**src/rtl/hash_lut_arbiter.sv**
```systemverilog
// -----------------------------------------------------------------------------
// hash_lut_arbiter
//
// Purpose:
//   Shares the write port of the hash lookup table between a host (CSR/AMM
//   slave) and an internal clean sweep. The sweep writes CLEAN_DATA to every
//   LUT address, one address per cycle. While the sweep runs, host writes are
//   stalled and the search engines are disabled.
//
// Optional feature:
//   `define HASH_LUT_ARBITER_STAT_EN enables a 16-bit saturating counter of
//   host stall cycles on stall_cnt_o. Without it, stall_cnt_o is tied to 0.
//
// Ports:
//   clk_i                   main clock
//   srst_i                  synchronous active-high reset
//   en_i                    search enable from CSR
//   run_stb_i               single-cycle clean sweep request
//   busy_o                  clean sweep in progress
//   done_o                  single-cycle pulse when a sweep completes
//   search_en_o             gated search enable to the search engines
//   amm_slave_address_i     host write address
//   amm_slave_write_i       host write request
//   amm_slave_writedata_i   host write data
//   amm_slave_waitrequest_o host write stall
//   amm_master_address_o    LUT write address
//   amm_master_write_o      LUT write strobe
//   amm_master_writedata_o  LUT write data
//   stall_cnt_o             count of host stall cycles
// -----------------------------------------------------------------------------
module hash_lut_arbiter #(
    parameter int                         AMM_LUT_ADDR_W = 10,
    parameter int                         AMM_LUT_DATA_W = 8,
    parameter logic [AMM_LUT_DATA_W-1:0]  CLEAN_DATA     = {AMM_LUT_DATA_W{1'b1}}
) (
    input  logic                      clk_i,
    input  logic                      srst_i,
    input  logic                      en_i,
    input  logic                      run_stb_i,
    output logic                      busy_o,
    output logic                      done_o,
    output logic                      search_en_o,
    input  logic [AMM_LUT_ADDR_W-1:0] amm_slave_address_i,
    input  logic                      amm_slave_write_i,
    input  logic [AMM_LUT_DATA_W-1:0] amm_slave_writedata_i,
    output logic                      amm_slave_waitrequest_o,
    output logic [AMM_LUT_ADDR_W-1:0] amm_master_address_o,
    output logic                      amm_master_write_o,
    output logic [AMM_LUT_DATA_W-1:0] amm_master_writedata_o,
    output logic [15:0]               stall_cnt_o
);

    typedef enum logic [1:0] {
        ST_IDLE  = 2'd0,
        ST_CLEAN = 2'd1,
        ST_DONE  = 2'd2
    } state_t;

    state_t                      r_state;
    // One extra bit so the counter reaches 2^AMM_LUT_ADDR_W after the last
    // address instead of wrapping to 0; the MSB marks sweep completion.
    logic [AMM_LUT_ADDR_W:0]     r_sweep_cnt;
    logic                        r_busy;
    logic                        r_done;
    logic                        r_search_en;
    logic                        r_mwrite;
    logic [AMM_LUT_ADDR_W-1:0]   r_maddr;
    logic [AMM_LUT_DATA_W-1:0]   r_mdata;

    logic                        w_idle;
    logic                        w_sweep_last;

    assign w_idle       = (r_state == ST_IDLE);
    assign w_sweep_last = r_sweep_cnt[AMM_LUT_ADDR_W];

    // Host is stalled whenever the sweep owns the LUT port.
    assign amm_slave_waitrequest_o = ~w_idle;

    // -------------------------------------------------------------------------
    // Control FSM with registered outputs
    // -------------------------------------------------------------------------
    always_ff @(posedge clk_i) begin
        if (srst_i) begin
            r_state     <= ST_IDLE;
            r_sweep_cnt <= '0;
            r_busy      <= 1'b0;
            r_done      <= 1'b0;
            r_search_en <= 1'b0;
            r_mwrite    <= 1'b0;
            r_maddr     <= '0;
            r_mdata     <= '0;
        end else begin
            case (r_state)
                ST_IDLE: begin
                    r_done <= 1'b0;
                    if (amm_slave_write_i) begin
                        r_mwrite <= 1'b1;
                        r_maddr  <= amm_slave_address_i;
                        r_mdata  <= amm_slave_writedata_i;
                    end else begin
                        r_mwrite <= 1'b0;
                    end
                    if (run_stb_i) begin
                        r_state     <= ST_CLEAN;
                        r_busy      <= 1'b1;
                        r_search_en <= 1'b0;
                        if (amm_slave_write_i) begin
                            // Host write takes this slot; sweep begins at
                            // address 0 one cycle later.
                            r_sweep_cnt <= '0;
                        end else begin
                            // Issue address 0 immediately so the sweep has
                            // no bubble after the request.
                            r_mwrite    <= 1'b1;
                            r_maddr     <= '0;
                            r_mdata     <= CLEAN_DATA;
                            r_sweep_cnt <= {{AMM_LUT_ADDR_W{1'b0}}, 1'b1};
                        end
                    end else begin
                        r_busy      <= 1'b0;
                        r_search_en <= en_i;
                    end
                end

                ST_CLEAN: begin
                    r_search_en <= 1'b0;
                    if (w_sweep_last) begin
                        r_state  <= ST_DONE;
                        r_busy   <= 1'b0;
                        r_done   <= 1'b1;
                        r_mwrite <= 1'b0;
                    end else begin
                        r_busy      <= 1'b1;
                        r_mwrite    <= 1'b1;
                        r_maddr     <= r_sweep_cnt[AMM_LUT_ADDR_W-1:0];
                        r_mdata     <= CLEAN_DATA;
                        r_sweep_cnt <= r_sweep_cnt + 1'b1;
                    end
                end

                ST_DONE: begin
                    r_state     <= ST_IDLE;
                    r_done      <= 1'b0;
                    r_busy      <= 1'b0;
                    r_mwrite    <= 1'b0;
                    r_sweep_cnt <= '0;
                    r_search_en <= en_i;
                end

                default: begin
                    r_state     <= ST_IDLE;
                    r_done      <= 1'b0;
                    r_busy      <= 1'b0;
                    r_mwrite    <= 1'b0;
                    r_sweep_cnt <= '0;
                    r_search_en <= 1'b0;
                end
            endcase
        end
    end

    assign busy_o                 = r_busy;
    assign done_o                 = r_done;
    assign search_en_o            = r_search_en;
    assign amm_master_write_o     = r_mwrite;
    assign amm_master_address_o   = r_maddr;
    assign amm_master_writedata_o = r_mdata;

`ifdef HASH_LUT_ARBITER_STAT_EN
    // -------------------------------------------------------------------------
    // Host stall statistics
    // -------------------------------------------------------------------------
    logic [15:0] r_stall_cnt;

    always_ff @(posedge clk_i) begin
        if (srst_i) begin
            r_stall_cnt <= '0;
        end else if (w_idle && run_stb_i) begin
            r_stall_cnt <= '0;
        end else if (amm_slave_write_i && amm_slave_waitrequest_o &&
                     (r_stall_cnt != 16'hFFFF)) begin
            r_stall_cnt <= r_stall_cnt + 16'd1;
        end
    end

    assign stall_cnt_o = r_stall_cnt;
`else
    assign stall_cnt_o = 16'd0;
`endif

endmodule

```
**config.mk**
```make
export PLATFORM = sky130hd
export DESIGN_NAME = hash_lut_arbiter
export DESIGN_NICKNAME = d
export VERILOG_FILES = /design/src/rtl/hash_lut_arbiter.sv
export SDC_FILE = /design/constraint.sdc
export NUM_CORES = 1
export LEC_CHECK = 0
export ABC_CLOCK_PERIOD_IN_PS = 1590
export CAP_MARGIN = 20
export CELL_PAD_IN_SITES_DETAIL_PLACEMENT = 1
export CELL_PAD_IN_SITES_GLOBAL_PLACEMENT = 1
export CORE_UTILIZATION = 33
export CTS_BUF_LIST = sky130_fd_sc_hd__clkbuf_2 sky130_fd_sc_hd__clkbuf_4 sky130_fd_sc_hd__clkbuf_8
export CTS_CLUSTER_DIAMETER = 40
export DETAILED_ROUTE_END_ITERATION = 12
export PLACE_DENSITY_LB_ADDON = 0.1
export SLEW_MARGIN = 20
export SYNTH_ARGS = -nofsm -noshare
export SYNTH_HDL_FRONTEND = slang
export SYNTH_SLANG_ARGS = --single-unit
```
**constraint.sdc**
```tcl
create_clock -name clk_i -period 1.59 [get_ports clk_i]
set_input_delay 0.318 -clock clk_i [delete_from_list [all_inputs] [get_ports clk_i]]
set_output_delay 0.318 -clock clk_i [all_outputs]
set_load 0.01 [all_outputs]
```
# Word-level counts from Yosys, hierarchy flattened
# Cells that the tools add are included.
[word_totals]
mem_bits_rw = 0
output_inout_bits = 39
elab_cells = 49
latch_bits = 0
rom_bits = 0
input_bits = 23
n_memories = 0
ff_bits = 35
[classes]
n_reduce_logical = 6
n_mul = 0
order_cmp = 0
n_mux = 26
div = 0
shifts = 0
n_eq_ne = 5
n_bitwise = 2
add_sub_neg = 1
[ops]
columns = ["cell", "n"]
rows = [
  ["$mux W10", 4],
  ["$mux W8", 4],
  ["$mux W11", 2],
  ["$pmux W11 S2", 1],
  ["$pmux W10 S2", 1],
  ["$pmux W8 S2", 1],
  ["$add A11 B1 Y11 const B", 1],
  ["$mux W1", 7],
  ["$ne A2 B2 Y1 const B", 3],
  ["$pmux W1 S2", 3],
  ["$reduce_and A2 Y1", 3],
  ["$mux W2", 2],
  ["$pmux W2 S2", 1],
  ["$eq A2 B1 Y1 const B", 1],
  ["$eq A2 B2 Y1 const B", 1],
  ["$logic_not A2 Y1", 1],
  ["$not A1 Y1", 2],
  ["$reduce_bool A2 Y1", 1],
  ["$reduce_or A2 Y1", 1],
]

# Logic depth before layout (Yosys ltp)
# Gate-level depths: netlist (run 1).
[depth]
ltp_word = 4
depth_mapped = 5
ltp_nobuf = 5

# Least setup slack after synthesis (run 1)
# No wires, ideal clock.
[synth_timing]
path_kind = "register -> register"
startpoint = "reg r_sweep_cnt[10]"
endpoint = "reg r_maddr[2] (netlist: amm_master_address_o[2])"
path_slack_ns = 0.196
arrival_ns = 1.266
synth_period_minus_slack_ns = 1.394
path_buffers = 1
path_stages_with_launch = 6
required_time_ns = 1.462
setup_time_ns = 0.128
path_cell_list = "dfxtp_1 > a21oi_1 > o31ai_1 > buf_2 > a2bb2oi_1 > nor2_1"
[synth_between]
elab_chain_cells = 2
[synth_lines]
columns = ["item", "line", "source"]
rows = [
  ["from (decl)", "62", "logic [AMM_LUT_ADDR_W:0] r_sweep_cnt;"],
  ["from (signal assigned)", "117", "r_sweep_cnt <= {{AMM_LUT_ADDR_W{1'b0}}, 1'b1};"],
  ["from (signal assigned)", "137", "r_sweep_cnt <= r_sweep_cnt + 1'b1;"],
  ["$ne A2 B2 Y1 (no line)", "-", ""],
  ["$reduce_and A2 Y1 (no line)", "-", ""],
  ["to (signal assigned)", "98", "r_maddr <= amm_slave_address_i;"],
  ["to (signal assigned)", "135", "r_maddr <= r_sweep_cnt[AMM_LUT_ADDR_W-1:0];"],
  ["to (decl)", "67", "logic [AMM_LUT_ADDR_W-1:0] r_maddr;"],
]
# No other way between the ends.
# A chain may end at the register's enable or synchronous reset.

# Worst setup path after layout (run 1)
[layout_timing]
startpoint = "reg r_mdata[3] (netlist: amm_master_writedata_o[3])"
endpoint = "out amm_master_writedata_o[3]"
[layout_lines]
columns = ["item", "line", "source"]
rows = [
  ["from (decl)", "68", "logic [AMM_LUT_DATA_W-1:0] r_mdata;"],
  ["from (signal assigned)", "99", "r_mdata <= amm_slave_writedata_i;"],
  ["to (decl)", "49", "output logic [AMM_LUT_DATA_W-1:0] amm_master_writedata_o,"],
]
# No word-level cell between the ends.

==> run_results.csv, run 1 <==
group,metric,value,unit
pwr,power.density_cell_area,834,nW/um2
yosys,syn-instance-count,193,
timing,timing.clock.skew,0.0118,ns
placement,place.detailed.hpwl,4.00,mm
layout,stdcell_area,2360,um2
pwr,p_sw_frac,0.272,
setup_path,critical_path_arrival,1.23,ns
layout,multi_input_area,851,um2
route,drtIter0Drc,62,
global_route,largest_net_degree_at_the_start_of_global_routing,20,
setup_path,crit_path_top_delay_cell,"sky130_fd_sc_hd__clkdlybuf4s50_1",
pwr,internal_power,1.44,mW
route,length_of_the_first_detailed_routing_pass_in_iterations,4,
yosys,yosysSeqAreaShare,0.419,
pwr,sequentialPowerShare,0.482,
worst_hold_path,min_path_type,"register to register",
die,ios,62,
clocking,h_tree_depth,2,
clocking,clock_sinks,35,
route,detail_route_antenna_nets,0,
route,vias,1637,
flow_run,maxCapViolCount,0,
clocking,clock-root-buffer,"sky130_fd_sc_hd__clkbuf_8",
global_route,globalRoute.totalOverflow,0,
setup_path,worstPathCellList,"clkdlybuf4s50_1",
yosys,yosys_warnings,0,
die,design.core.area,4820,um2
pwr,max-vdd-ir-drop,0.481,mV
timing,final_max_slew_viol_count,0,
layout,nNetsFinal,277,
placement,place_congestion,0.822,
yosys,synthFlopType,"sky130_fd_sc_hd__dfxtp_1",
pwr,combinationalPowerShare,0.186,
global_route,grt_antenna_before_repair,0,
die,die_w,73.2,um
yosys,yosys.cell_types.count,38,
die,chip_height,73.2,um
timing,layout_setup_ws,0.0429,ns
route,wire_per_inst,15.9,um
layout,fillerInstances,586,
pwr,switching_power,535,uW
route,routed_wirelength,5.11,mm
global_route,first_global_vias,1658,
layout,layout-drive-gt1-share,0.154,
yosys,synth_edf_count,0,
timing,hold_violations,0,
setup_path,timing.critical_path.max_delay_family,"buffers and inverters",
yosys,ys_async_sr_fraction,0,
layout,num_antenna_cells,0,
clocking,insertion_delay,0.29,ns
status,run_status,"finished clean",
timing,number_of_failing_setup_endpoints_in_the_final_timing_report,0,
die,rows,25,
timing,grt_setup_unrepaired,"no",
pwr,share_clk_of_total_power,0.332,
layout,layout-area-overhead-vs-synth,41.3,%
global_route,grt.total_usage,0.203,
layout,sequential_cell_area,707,um2
setup_path,critical_path.max_stage_delay,0.56,ns
pwr,power_leakage,0.931,nW
setup_path,path_class,"register to primary output",
die,floorplan.initialDensity,0.348,
route,via_per_instance_ratio,5.10,
clocking,cts_tree,"yes",
timing,final.period_utilization,0.973,
clocking,cts.clk_slew.worst_paths,0.07,ns
timing,final.min_clock_period,1.55,ns
timing,achievable-frequency,0.646,GHz
setup_path,worst_ep_required_time,1.27,ns
timing,holdWs,0.478,ns
placement,portbufs,45,
setup_path,critical_path.startpoint_type,"register",
setup_path,critPathMaxFanout,3,
die,dieArea,5360,um2
clocking,numCtsBuffers,5,
placement,dp_area,2270,um2
global_route,first_pass_grt_wire_length,8.02,mm
placement,preCtsSetupSlack,-0.299,ns
yosys,synth.ff_latch_count,35,
yosys,netlist_area,1670,um2
setup_path,worstSetupEndpointType,"primary output",
yosys,synthesis.area_per_instance,8.67,um2
clocking,post_cts.repair.setup_buffers,0,
clocking,cts-root-to-sink-buffers,2,
route,drc_errors,0,
setup_path,critical_path.n_buffers_inverters,1,
metrics by stage:
| step | TNS (ns) | cells | utilization | power [mW] |
|---|---|---|---|---|
| floorplan | 0 | 208 | - | 1.16 |
| global placement | -2.23 | 313 | 0.470 | 1.32 |
| detailed placement | -3.00 | 313 | 0.470 | 1.34 |
| CTS | 0 | 321 | 0.490 | 1.99 |
| global route | 0 | 321 | 0.491 | 2.06 |
| finish | 0 | 321 | 0.491 | 1.97 |
cells by family (layout without fill, tap and decap cells):
family,Yosys count,count (layout),synth area share
compound gates,56,56,0.244
xor+xnor,4,4,0.0209
fa+ha+maj,1,1,0.00747
buf+inv,32,78,0.110
flops,35,35,0.419
other cells,1,16,0.00224
simple gates,64,64,0.197
power by group through the flow:
stage | clock network (mW) | logic [mW] | registers, mW
global placement | 0 | 0.353 | 0.966
detailed placement | 0 | 0.367 | 0.971
global route | 0.708 | 0.395 | 0.956
finish | 0.655 | 0.366 | 0.951
floorplan | 0 | 0.179 | 0.979
CTS | 0.672 | 0.368 | 0.950
synthesized netlist by cell type (2+ instances only):
cell type / number / area, um2
sky130_fd_sc_hd__buf_4: 16 / 120
sky130_fd_sc_hd__nand2_1: 7 / 26.3
sky130_fd_sc_hd__a22oi_1: 9 / 67.6
sky130_fd_sc_hd__o21ai_0: 3 / 15.0
sky130_fd_sc_hd__nor2b_1: 3 / 18.8
sky130_fd_sc_hd__a2bb2oi_1: 9 / 78.8
sky130_fd_sc_hd__o31ai_1: 12 / 90.1
sky130_fd_sc_hd__or4_1: 2 / 15.0
sky130_fd_sc_hd__a21oi_1: 8 / 40.0
sky130_fd_sc_hd__inv_1: 4 / 15.0
sky130_fd_sc_hd__a211oi_1: 9 / 67.6
sky130_fd_sc_hd__dfxtp_1: 35 / 701
sky130_fd_sc_hd__nand3_1: 4 / 20.0
sky130_fd_sc_hd__and2b_1: 2 / 15.0
sky130_fd_sc_hd__nor3_1: 5 / 25.0
sky130_fd_sc_hd__xor2_1: 3 / 26.3
sky130_fd_sc_hd__nand2b_1: 7 / 43.8
sky130_fd_sc_hd__buf_2: 3 / 15.0
sky130_fd_sc_hd__clkbuf_1: 8 / 30.0
sky130_fd_sc_hd__nor2_1: 25 / 93.8
sky130_fd_sc_hd__or3_1: 2 / 12.5
per-layer routing:
metal / track usage / vias to the layer above / wire length [um]
met4: 0.0763 / 0 / 72
li1: - / 784 / -
met1: 0.227 / 798 / 2080
met5: 0 / - / 0
met2: 0.367 / 45 / 2750
met3: 0.0539 / 10 / 204
flip-flops by register name, indices dropped and copies added, names as in the netlist:
signal	flops
amm_master_writedata_o	8
amm_master_address_o	10
busy_o	1
done_o	1
search_en_o	1
r_state	2
r_sweep_cnt	11
amm_master_write_o	1
repair_timing:
| action | in CTS | in global routing |
|---|---|---|
| gates resized for setup | 5 | 2 |
| endpoints found under the setup margin | 2 | 3 |
| hold buffers | 0 | 0 |
placed cells by master (no fill, tap or decap), types with 7 or more instances in the layout:
cell type	synthesis	routed
sky130_fd_sc_hd__nand2_1	7	7
sky130_fd_sc_hd__dfxtp_1	35	32
sky130_fd_sc_hd__conb_1	1	16
sky130_fd_sc_hd__a211oi_1	9	9
sky130_fd_sc_hd__a22oi_1	9	9
sky130_fd_sc_hd__a2bb2oi_1	9	9
sky130_fd_sc_hd__a21oi_1	8	7
sky130_fd_sc_hd__nor2_1	25	25
sky130_fd_sc_hd__clkdlybuf4s50_1	0	44
sky130_fd_sc_hd__buf_4	16	20
sky130_fd_sc_hd__nand2b_1	7	7
sky130_fd_sc_hd__o31ai_1	12	12
path summary, 6_finish.rpt:
kind	cells after the start	startpoint	slack, ns	to
hold / removal	2	amm_master_address_o[8]$_SDFFE_PP0P_	0.48	amm_master_address_o[8]$_SDFFE_PP0P_
setup reg to reg	5	r_sweep_cnt[2]$_SDFFE_PP0P_	0.08	r_sweep_cnt[5]$_SDFFE_PP0P_
hold reg to reg	2	amm_master_address_o[8]$_SDFFE_PP0P_	0.48	amm_master_address_o[8]$_SDFFE_PP0P_
setup / recovery	1	amm_master_writedata_o[3]$_SDFFE_PP0P_	0.04	amm_master_writedata_o[3]
layout make-up:
| type | count | area share |
|---|---|---|
| multi-input combinational | 141 | 0.360 |
| clock buffer | 6 | 0.0323 |
| timing repair buffer | 66 | 0.262 |
| inverter | 4 | 0.00635 |
| sequential | 35 | 0.299 |
| clock inverter | 2 | 0.00529 |
| tap | 67 | 0.0354 |
(Power assumes the default switching activity.)
==> inputs of run 2 (changes only) <==
--- a/config.mk
+++ b/config.mk
@@ -9,10 +9,11 @@
 export CAP_MARGIN = 20
 export CELL_PAD_IN_SITES_DETAIL_PLACEMENT = 1
 export CELL_PAD_IN_SITES_GLOBAL_PLACEMENT = 1
-export CORE_UTILIZATION = 33
-export CTS_BUF_LIST = sky130_fd_sc_hd__clkbuf_2 sky130_fd_sc_hd__clkbuf_4 sky130_fd_sc_hd__clkbuf_8
+export CORE_UTILIZATION = 47
+export CTS_BUF_LIST = sky130_fd_sc_hd__clkbuf_8
 export CTS_CLUSTER_DIAMETER = 40
 export DETAILED_ROUTE_END_ITERATION = 12
+export DONT_BUFFER_PORTS = 1
 export PLACE_DENSITY_LB_ADDON = 0.1
 export SLEW_MARGIN = 20
 export SYNTH_ARGS = -nofsm -noshare
==> run_results.csv, run 2 (same netlist as run 1, synthesis figures left out) <==
group,metric,value,unit
clocking,cts.clk_slew.worst_paths,0.07,ns
pwr,power.density_cell_area,975,nW/um2
die,dieArea,3800,um2
timing,layout_setup_ws,0.0920,ns
layout,largest_register_ffs,11,
die,design.core.area,3360,um2
clocking,h_tree_depth,2,
setup_path,timing.reg2reg.worst_path_depth,4,
placement,place_congestion,0.827,
timing,grt_setup_unrepaired,"no",
die,die_w,61.7,um
layout,num_antenna_cells,0,
layout,layout-drive-gt1-share,0.143,
layout,final_core_utilization,0.541,
die,floorplan.initialDensity,0.498,
clocking,clock-root-buffer,"sky130_fd_sc_hd__clkbuf_8",
global_route,grt_antenna_before_repair,0,
pwr,combinationalPowerShare,0.107,
setup_path,critPathCapture,"r_sweep_cnt[9]$_SDFFE_PP0P_",
setup_path,r2r-end,"r_sweep_cnt[9]$_SDFFE_PP0P_",
pwr,p_sw_frac,0.269,
setup_path,critPathMaxFanout,5,
pwr,switching_power,477,uW
clocking,numCtsBuffers,5,
timing,achievable-frequency,0.668,GHz
timing,final.period_utilization,0.942,
timing,hold_violations,0,
route,drc_errors,0,
pwr,max-vdd-ir-drop,0.568,mV
layout,largest_register,"r_sweep_cnt",
setup_path,path_class,"register to register",
timing,tns,0,ns
global_route,gr-usage-met3,0.0924,
timing,timing.max_slew.rel_slack,0.622,
clocking,cts-root-to-sink-buffers,2,
layout,nNetsFinal,226,
layout,layout-area-overhead-vs-synth,8.59,%
global_route,top_usage_layer,"met2",
pwr,power_leakage,0.730,nW
timing,final.min_clock_period,1.50,ns
global_route,globalRouteMet1Util,0.289,
setup_path,critical_path_depth,4,
route,vias,1469,
die,chip_height,61.7,um
global_route,first_pass_grt_wire_length,6.60,mm
setup_path,regToRegSetupSlack,0.09,ns
worst_hold_path,min_path_type,"input port to register",
pwr,share_clk_of_total_power,0.349,
setup_path,critical_path.n_buffers_inverters,0,
route,via_per_instance_ratio,5.90,
timing,final_max_slew_viol_count,0,
route,drtIter0Drc,77,
global_route,grt.total_usage,0.249,
timing,number_of_failing_setup_endpoints_in_the_final_timing_report,0,
setup_path,critical_path.startpoint_type,"register",
clocking,insertion_delay,0.29,ns
global_route,globalRoute.totalOverflow,0,
route,wire_per_inst,17.4,um
setup_path,setup.worst_path.start,"r_sweep_cnt[5]$_SDFFE_PP0P_",
route,detail_route_antenna_nets,0,
flow_run,maxCapViolCount,0,
global_route,largest_net_degree_at_the_start_of_global_routing,30,
layout,fillerInstances,429,
clocking,clock_sinks,35,
setup_path,crit_path_top_delay_cell,"sky130_fd_sc_hd__or3_2",
global_route,first_global_vias,1380,
setup_path,worstSetupEndpointType,"register",
placement,preCtsSetupSlack,0.101,ns
route,routed_wirelength,4.34,mm
clocking,cts_tree,"yes",
layout,final_cell_mix,"sky130_fd_sc_hd__dfxtp_1 (35), sky130_fd_sc_hd__nor2_1 (24), sky130_fd_sc_hd__conb_1 (16), sky130_fd_sc_hd__buf_4 (15), sky130_fd_sc_hd__o31ai_1 (12)",
setup_path,worstPathCellList,"and4_2, nand3_1, or3_2, a21oi_1",
route,length_of_the_first_detailed_routing_pass_in_iterations,4,
layout,leading_cell_type_in_the_layout_fill_and_taps_excluded,"sky130_fd_sc_hd__dfxtp_1",
timing,timing.clock.skew,0.00605,ns
die,rows,21,
status,run_status,"finished clean",
setup_path,critical_path_arrival,1.73,ns
setup_path,timing.critical_path.max_delay_family,"simple AND/OR/NAND/NOR gates",
setup_path,timing.rr.start,"r_sweep_cnt[5]$_SDFFE_PP0P_",
die,ios,62,
timing,worst-slew-pin-transition,0.560,ns
placement,place.detailed.hpwl,3.18,mm
setup_path,critical_path.max_stage_delay,0.47,ns
clocking,post_cts.repair.setup_buffers,0,
placement,portbufs,0,
clocking,holdBufCountCts,0,
setup_path,worst_ep_required_time,1.82,ns
pwr,internal_power,1.30,mW
global_route,use_met2,0.418,
pwr,sequentialPowerShare,0.545,
==> run 2: changes by cell type in the layout (fill, tap and decap cells not counted), sizes merged <==
cell and change:
clkbuf -1, dlygate4sd2 -1, clkdlybuf4s50 -44, buf -6
clkinvlp -1, clkinv +2
==> run 2: metal layers <==
layer / routed length [um] / share of wire
met2: 2270 / 0.52
met5: 0 / 0
met3: 214 / 0.049
met1: 1790 / 0.41
met4: 57 / 0.013
==> run 2: repair_timing <==
action,4_1_cts,5_1_grt
hold endpoints to repair,0,0
resized for setup,1,0
setup endpoints to repair,1,0
==> run 2: layout make-up <==
class | instances | area [um2] | area share
multi-input cells | 141 | 848 | 0.467
inverters | 4 | 15.0 | 0.00826
well taps | 46 | 57.6 | 0.0317
clock buffers | 5 | 68.8 | 0.0379
clock inverters | 3 | 15.0 | 0.00826
flip-flops and latches | 35 | 701 | 0.385
repair buffers | 15 | 113 | 0.0619
==> run 2: metrics by stage <==
| stage | power [mW] | cell area [um2] | hold WS [ns] | std cells |
|---|---|---|---|---|
| 4_1_cts | 1.79 | 1820 | 0.0845 | 249 |
| 3_5_place_dp | 1.17 | 1730 | 0.397 | 241 |
| 2_1_floorplan | 1.16 | 1730 | 0.461 | 208 |
| 3_3_place_gp | 1.16 | 1730 | 0.394 | 241 |
| 5_1_grt | 1.87 | 1820 | 0.0760 | 249 |
| 6_report | 1.77 | 1820 | 0.0939 | 249 |
==> run 2: power groups by stage <==
stage	registers (mW)	clock network, mW	logic (mW)
2_1_floorplan	0.979	0	0.179
3_3_place_gp	0.983	0	0.175
3_5_place_dp	0.986	0	0.186
4_1_cts	0.966	0.630	0.189
5_1_grt	0.971	0.684	0.212
6_report	0.965	0.618	0.189
==> run 2: how the worst min path moves through the flow <==
stage / start / endpoint / slack [ns] / cells past startpoint
final: srst_i / amm_master_writedata_o[3]$_SDFFE_PP0P_ / 0.09 / 1
after global placement: srst_i / amm_master_writedata_o[4]$_SDFFE_PP0P_ / 0.39 / 1
after floorplan: r_sweep_cnt[6]$_SDFFE_PP0P_ / r_sweep_cnt[6]$_SDFFE_PP0P_ / 0.46 / 2
after detailed placement: srst_i / amm_master_writedata_o[3]$_SDFFE_PP0P_ / 0.40 / 1
after CTS: srst_i / amm_master_write_o$_SDFF_PP0_ / 0.08 / 1
after global routing: srst_i / amm_master_writedata_o[0]$_SDFFE_PP0P_ / 0.08 / 1
